[src/rtl/cacheline_arb_pkg.sv]
// Shared types and constants for the cacheline memory arbiter.
//   arb_state_t : arbiter FSM states
//   arb_op_t    : latched memory operation of the granted client
//   ARB_FIXED / ARB_RR : arbitration mode selectors for RR_MODE
//   ptr_width() : width of a client index for a given port count
package cacheline_arb_pkg;

    typedef enum logic [1:0] {
        IDLE = 2'd0,
        BUSY = 2'd1,
        RESP = 2'd2
    } arb_state_t;

    typedef enum logic {
        OP_READ  = 1'b0,
        OP_WRITE = 1'b1
    } arb_op_t;

    localparam int ARB_FIXED = 0;
    localparam int ARB_RR    = 1;

    function automatic int ptr_width(input int n);
        return (n > 1) ? $clog2(n) : 1;
    endfunction

endpackage

[src/rtl/cacheline_arbiter_picker.sv]
// Combinational winner selection for the cacheline arbiter.
// Ports:
//   i_pending : per-client request level (read | write)
//   i_ptr     : index of the last granted client (round-robin pointer)
//   o_grant   : index of the selected client
//   o_valid   : at least one client is pending
module arb_picker
    import cacheline_arb_pkg::*;
#(
    parameter int NUM_PORTS = 2,
    parameter int RR_MODE   = ARB_RR,
    localparam int PTR_W    = ptr_width(NUM_PORTS)
) (
    input  logic [NUM_PORTS-1:0] i_pending,
    input  logic [PTR_W-1:0]     i_ptr,
    output logic [PTR_W-1:0]     o_grant,
    output logic                 o_valid
);

    logic [PTR_W-1:0] w_start;
    logic [PTR_W-1:0] w_idx;

    // Fixed priority is the round-robin search with the pointer pinned to the
    // last port, so the scan always begins at port 0.
    assign w_start = (RR_MODE == ARB_RR) ? i_ptr : PTR_W'(NUM_PORTS - 1);

    // Scan in reverse search order; the last hit is the first client in
    // (start+1, start+2, ...) order.
    always_comb begin
        o_grant = '0;
        o_valid = 1'b0;
        w_idx   = '0;
        for (int k = NUM_PORTS; k >= 1; k--) begin
            w_idx = PTR_W'((int'(w_start) + k) % NUM_PORTS);
            if (i_pending[w_idx]) begin
                o_grant = w_idx;
                o_valid = 1'b1;
            end
        end
    end

endmodule

[src/rtl/cacheline_arbiter.sv]
// N-port cacheline memory arbiter. Serialises whole-line read/write requests
// from NUM_PORTS cache miss ports onto a single memory channel and returns the
// completion to the granted client only.
// Ports:
//   clk, rst            : clock, synchronous active-high reset
//   req_read/req_write  : per-client request levels, held until req_resp
//   req_address         : per-client address, slice i = client i
//   req_wdata           : per-client write line, slice i = client i
//   req_resp            : one-hot single-cycle completion pulse
//   req_rdata           : last read line, shared by all clients
//   mem_read/mem_write  : memory strobes, held for the whole transaction
//   mem_address/wdata   : memory request, held for the whole transaction
//   mem_resp/mem_rdata  : memory completion and read line
//
// state | meaning
// IDLE  | arbitrate on current request levels, latch the winner
// BUSY  | memory strobe asserted, waiting for mem_resp
// RESP  | pulse req_resp to the winner for one cycle
module cacheline_arbiter
    import cacheline_arb_pkg::*;
#(
    parameter int NUM_PORTS  = 2,
    parameter int ADDR_WIDTH = 32,
    parameter int LINE_WIDTH = 256,
    parameter int RR_MODE    = ARB_RR
) (
    input  logic                             clk,
    input  logic                             rst,
    input  logic [NUM_PORTS-1:0]             req_read,
    input  logic [NUM_PORTS-1:0]             req_write,
    input  logic [NUM_PORTS*ADDR_WIDTH-1:0]  req_address,
    input  logic [NUM_PORTS*LINE_WIDTH-1:0]  req_wdata,
    output logic [NUM_PORTS-1:0]             req_resp,
    output logic [LINE_WIDTH-1:0]            req_rdata,
    output logic                             mem_read,
    output logic                             mem_write,
    output logic [ADDR_WIDTH-1:0]            mem_address,
    output logic [LINE_WIDTH-1:0]            mem_wdata,
    input  logic                             mem_resp,
    input  logic [LINE_WIDTH-1:0]            mem_rdata
);

    localparam int PTR_W = ptr_width(NUM_PORTS);

    arb_state_t              r_state;
    arb_state_t              w_state_next;
    arb_op_t                 r_op;
    logic [PTR_W-1:0]        r_grant;
    logic [PTR_W-1:0]        r_ptr;
    logic [NUM_PORTS-1:0]    r_req_resp;
    logic [LINE_WIDTH-1:0]   r_rdata;
    logic [ADDR_WIDTH-1:0]   r_addr;
    logic [LINE_WIDTH-1:0]   r_wdata;
    logic                    r_mem_read;
    logic                    r_mem_write;

    logic [NUM_PORTS-1:0]    w_pending;
    logic [PTR_W-1:0]        w_grant;
    logic                    w_valid;
    logic [ADDR_WIDTH-1:0]   w_addr_sel;
    logic [LINE_WIDTH-1:0]   w_wdata_sel;
    logic                    w_sel_write;

    assign w_pending = req_read | req_write;

    arb_picker #(
        .NUM_PORTS (NUM_PORTS),
        .RR_MODE   (RR_MODE)
    ) u_picker (
        .i_pending (w_pending),
        .i_ptr     (r_ptr),
        .o_grant   (w_grant),
        .o_valid   (w_valid)
    );

    // Client mux; a port raising both read and write is served as a write.
    always_comb begin
        w_addr_sel  = '0;
        w_wdata_sel = '0;
        w_sel_write = 1'b0;
        for (int i = 0; i < NUM_PORTS; i++) begin
            if (w_grant == PTR_W'(i)) begin
                w_addr_sel  = req_address[i*ADDR_WIDTH +: ADDR_WIDTH];
                w_wdata_sel = req_wdata[i*LINE_WIDTH +: LINE_WIDTH];
                w_sel_write = req_write[i];
            end
        end
    end

    always_comb begin
        w_state_next = r_state;
        case (r_state)
            IDLE:    if (w_valid)  w_state_next = BUSY;
            BUSY:    if (mem_resp) w_state_next = RESP;
            RESP:    w_state_next = IDLE;
            default: w_state_next = IDLE;
        endcase
    end

    always_ff @(posedge clk) begin
        if (rst) begin
            r_state <= IDLE;
        end else begin
            r_state <= w_state_next;
        end
    end

    always_ff @(posedge clk) begin
        if (rst) begin
            r_op        <= OP_READ;
            r_grant     <= '0;
            r_ptr       <= PTR_W'(NUM_PORTS - 1);
            r_req_resp  <= '0;
            r_rdata     <= '0;
            r_addr      <= '0;
            r_wdata     <= '0;
            r_mem_read  <= 1'b0;
            r_mem_write <= 1'b0;
        end else begin
            r_req_resp <= '0;
            case (r_state)
                IDLE: begin
                    if (w_valid) begin
                        r_grant     <= w_grant;
                        r_op        <= w_sel_write ? OP_WRITE : OP_READ;
                        r_addr      <= w_addr_sel;
                        r_wdata     <= w_wdata_sel;
                        r_mem_read  <= ~w_sel_write;
                        r_mem_write <= w_sel_write;
                        if (RR_MODE == ARB_RR) begin
                            r_ptr <= w_grant;
                        end
                    end
                end
                BUSY: begin
                    if (mem_resp) begin
                        r_mem_read  <= 1'b0;
                        r_mem_write <= 1'b0;
                        if (r_op == OP_READ) begin
                            r_rdata <= mem_rdata;
                        end
                        r_req_resp <= NUM_PORTS'(1) << r_grant;
                    end
                end
                default: ;
            endcase
        end
    end

    assign req_resp    = r_req_resp;
    assign req_rdata   = r_rdata;
    assign mem_read    = r_mem_read;
    assign mem_write   = r_mem_write;
    assign mem_address = r_addr;
    assign mem_wdata   = r_wdata;

endmodule
[config.mk]
export PLATFORM = sky130hd
export DESIGN_NAME = cacheline_arbiter
export DESIGN_NICKNAME = d
export VERILOG_FILES = /design/src/rtl/cacheline_arb_pkg.sv /design/src/rtl/cacheline_arbiter_picker.sv /design/src/rtl/cacheline_arbiter.sv
export SDC_FILE = /design/constraint.sdc
export NUM_CORES = 1
export LEC_CHECK = 0
export CORE_AREA = 5 5 541 543
export DETAILED_ROUTE_END_ITERATION = 8
export DIE_AREA = 0 0 546 548
export PLACE_DENSITY = 0.3
export SLEW_MARGIN = 10
export SYNTH_ARGS = -nofsm -noshare
export SYNTH_HDL_FRONTEND = slang
export SYNTH_SLANG_ARGS = --single-unit
[constraint.sdc]
create_clock -name clk -period 2.9 [get_ports clk]
set_input_delay 0.58 -clock clk [delete_from_list [all_inputs] [get_ports clk]]
set_output_delay 0.58 -clock clk [all_outputs]
set_load 0.01 [all_outputs]
==> metrics.cfg <==
[job]
maxCapViolCount=0

[clock_network]
post_cts_buffers=0
cts_sinks=553
cts_buffers=87
cts_buffer_depth=4
hold_buffers=0
post_cts_resized=0
cts_tree=yes
clk_pin_slew_ps=60
clock_latency_ps=770
cts-root-buf=clkbuf_16
h-tree-depth=3

[floorplanning]
die_h_um=548
die_x_um=546
core_um2=287000
ios=1387
start_util=0.0742
die-area_um2=299000
std_cell_rows=197

[drt]
vias_per_cell=3.32
ant_nets=0
route.detailed.drc=0
routed_wl_um=230000
drt_iter0_markers=1605
first_pass_iters=6
vias=26497
avgRoutedWirePerCell_um=28.8

[critical_path]
critical_path_required_ps=2320
cp-end-kind=output port
crit_start=req_rdata[124]$_SDFFE_PP0P_
critPathArrivalTime_ps=2060
max_stage_delay_ps=880
slowest_stage=clkdlybuf4s50_1
critPathTopFamily=buffers and inverters
cp.depth=1
reg2reg_from=r_state[1]$_SDFFE_PP0P_
cp_cell_sequence=clkdlybuf4s50_1
r2r.worst_path.cells=6
timing.critical_path.to=req_rdata[124]
path_buf_inv=1
reg2reg_to=mem_wdata[190]$_SDFFE_PP0P_
critical_path_class=reg2out
critical_path.startpoint_type=register
path_max_fanout=2
r2r_slack_ps=720

[sta]
relSlewSlack=0.527
tns_ps=0
period_minus_slack_ps=2640
setup_viol=0
timing.final.ws_setup_ps=263
grt_setup_unrepaired=no
finalCritPeriodShare=0.909
fmax_ghz=0.379
hold_viol_final=0
tightestPinTransition_ps=709
slew_viol_final=0
skew_ps=27.4

[pwr]
intPower_mw=18.1
leakagePower_nw=15.1
pwr-share-clk=0.410
worst_ir_drop_vdd_uv=375
pwr-share-comb=0.257
p_switching_mw=8.40
power.share.sequential=0.333
swShare=0.317
p_per_area_nw_per_um2=611

[global_route]
grt_usage=0.147
grt_pass1_wl_um=292000
overflow=0
antenna_found_initial=158
grt_pass1_vias=26477
grt_start_max_net_pins=118

[outcome]
status=complete, no violations

[placed_design]
place_congestion=0.881
placed_area_um2=40400
dp.cells=7813
dp_hpwl_um=198000
pre_cts_ws_ps=92.0
portBuffers=1386

[finish]
fin_util=0.151
postLayoutCellArea_um2=43300
layout-drive-gt1-share=0.0665
fin_cells=7983
nNetsFinal=4960
area_growth_pct=103

[logic_synthesis]
yosysWarningCount=0
syn_inst=2748
synth_seq_cells=553
syn_area_um2=21300
ys_types=24
synth_edf_count=0
yosysSeqAreaShare=0.520
synthArstFlopShare=0
synthesis.nets=3587
ys.flop_type=dfxtp_1
synth_area_per_cell_um2=7.75

[min_path]
hold_path_class=in2reg

[flip-flops by register name, indices dropped and copies added, names as in the netlist]
register / flops
r_state: 2
req_rdata: 256
r_op: 1
mem_address: 32
mem_write: 1
mem_read: 1
req_resp: 2
r_ptr: 1
mem_wdata: 256
r_grant: 1
[power groups by stage]
stage          logic (mW)  clock network [mW]  registers [mW]
6_report             6.80                10.9            8.82
5_1_grt              7.33                11.6            8.90
4_1_cts              6.98                11.4            8.83
3_5_place_dp         6.94                   0            8.98
3_3_place_gp         6.96                   0            8.96
2_1_floorplan        1.99                   0            9.14
[stage by stage]
step / power [mW] / hold slack (ps)
after floorplan: 11.1 / 417
after global placement: 15.9 / 441
after detailed placement: 15.9 / 446
after CTS: 27.2 / 118
after global routing: 27.8 / 201
final: 26.5 / 209
[routing by layer]
layer | wire [µm] | GRT usage | part of all wire | vias up
li1 | - | - | - | 12069
met1 | 86800 | 0.160 | 0.38 | 12597
met2 | 105000 | 0.241 | 0.46 | 1407
met3 | 32400 | 0.0919 | 0.14 | 362
met4 | 5190 | 0.0313 | 0.023 | 62
met5 | 414 | 0 | 0.0018 | -
[worst min-delay path by stage]
stage	to	start	slack, ps	depth (start not counted)
3_3_place_gp	req_rdata[52]$_SDFFE_PP0P_	req_rdata[52]$_SDFFE_PP0P_	440	2
2_1_floorplan	req_resp[0]$_SDFF_PP0_	r_grant$_SDFFE_PP0P_	420	1
3_5_place_dp	req_rdata[84]$_SDFFE_PP0P_	req_rdata[84]$_SDFFE_PP0P_	450	2
5_1_grt	req_rdata[211]$_SDFFE_PP0P_	rst	200	2
6_report	mem_wdata[65]$_SDFFE_PP0P_	rst	210	2
4_1_cts	r_grant$_SDFFE_PP0P_	rst	120	2
[cell families (layout without fill, tap and decap cells)]
family / after synthesis / count (layout) / synth area share
flops: 553 / 553 / 0.520
simple gates: 1109 / 1109 / 0.197
compound gates: 841 / 841 / 0.233
buf+inv: 245 / 1679 / 0.0507
other cells: 0 / 20 / 0
[final cells by class]
type	count	area, µm²
Clock inverter	24	367
Clock buffer	126	2460
Antenna cell	20	50.0
Fill cell	32670	244000
Timing Repair Buffer	1529	15400
Tap cell	3781	4730
Sequential cell	553	11100
Multi-Input combinational cell	1950	9170
[cell usage in the layout (no fill, tap or decap), drive strengths merged]
cell	netlist	layout
a21oi	548	548
dfxtp	553	553
or3b	1	1
nand2b	1	1
o31a	1	1
a211oi	288	288
clkdlybuf4s50	0	1383
nand3	1	1
o21ai	1	1
or3	1	1
clkbuf	129	126
inv	0	3
a221o	1	1
nor3	1	1
nor2	293	293
nand3b	1	1
o31ai	1	1
buf	116	146
clkinvlp	0	2
a22oi	1	1
and2	2	2
and3b	1	1
clkinv	0	11
diode	0	20
bufinv	0	8
nand2	805	805
or2	2	2
[cell usage after synthesis, drive strengths merged, types with 2 or more instances]
master	number	area share
clkbuf	129	0.023
or2	2	0.00059
nor2	293	0.052
a211oi	288	0.10
and2	2	0.00059
a21oi	548	0.13
dfxtp	553	0.52
nand2	805	0.14
buf	116	0.028
(Power assumes the default switching activity.)
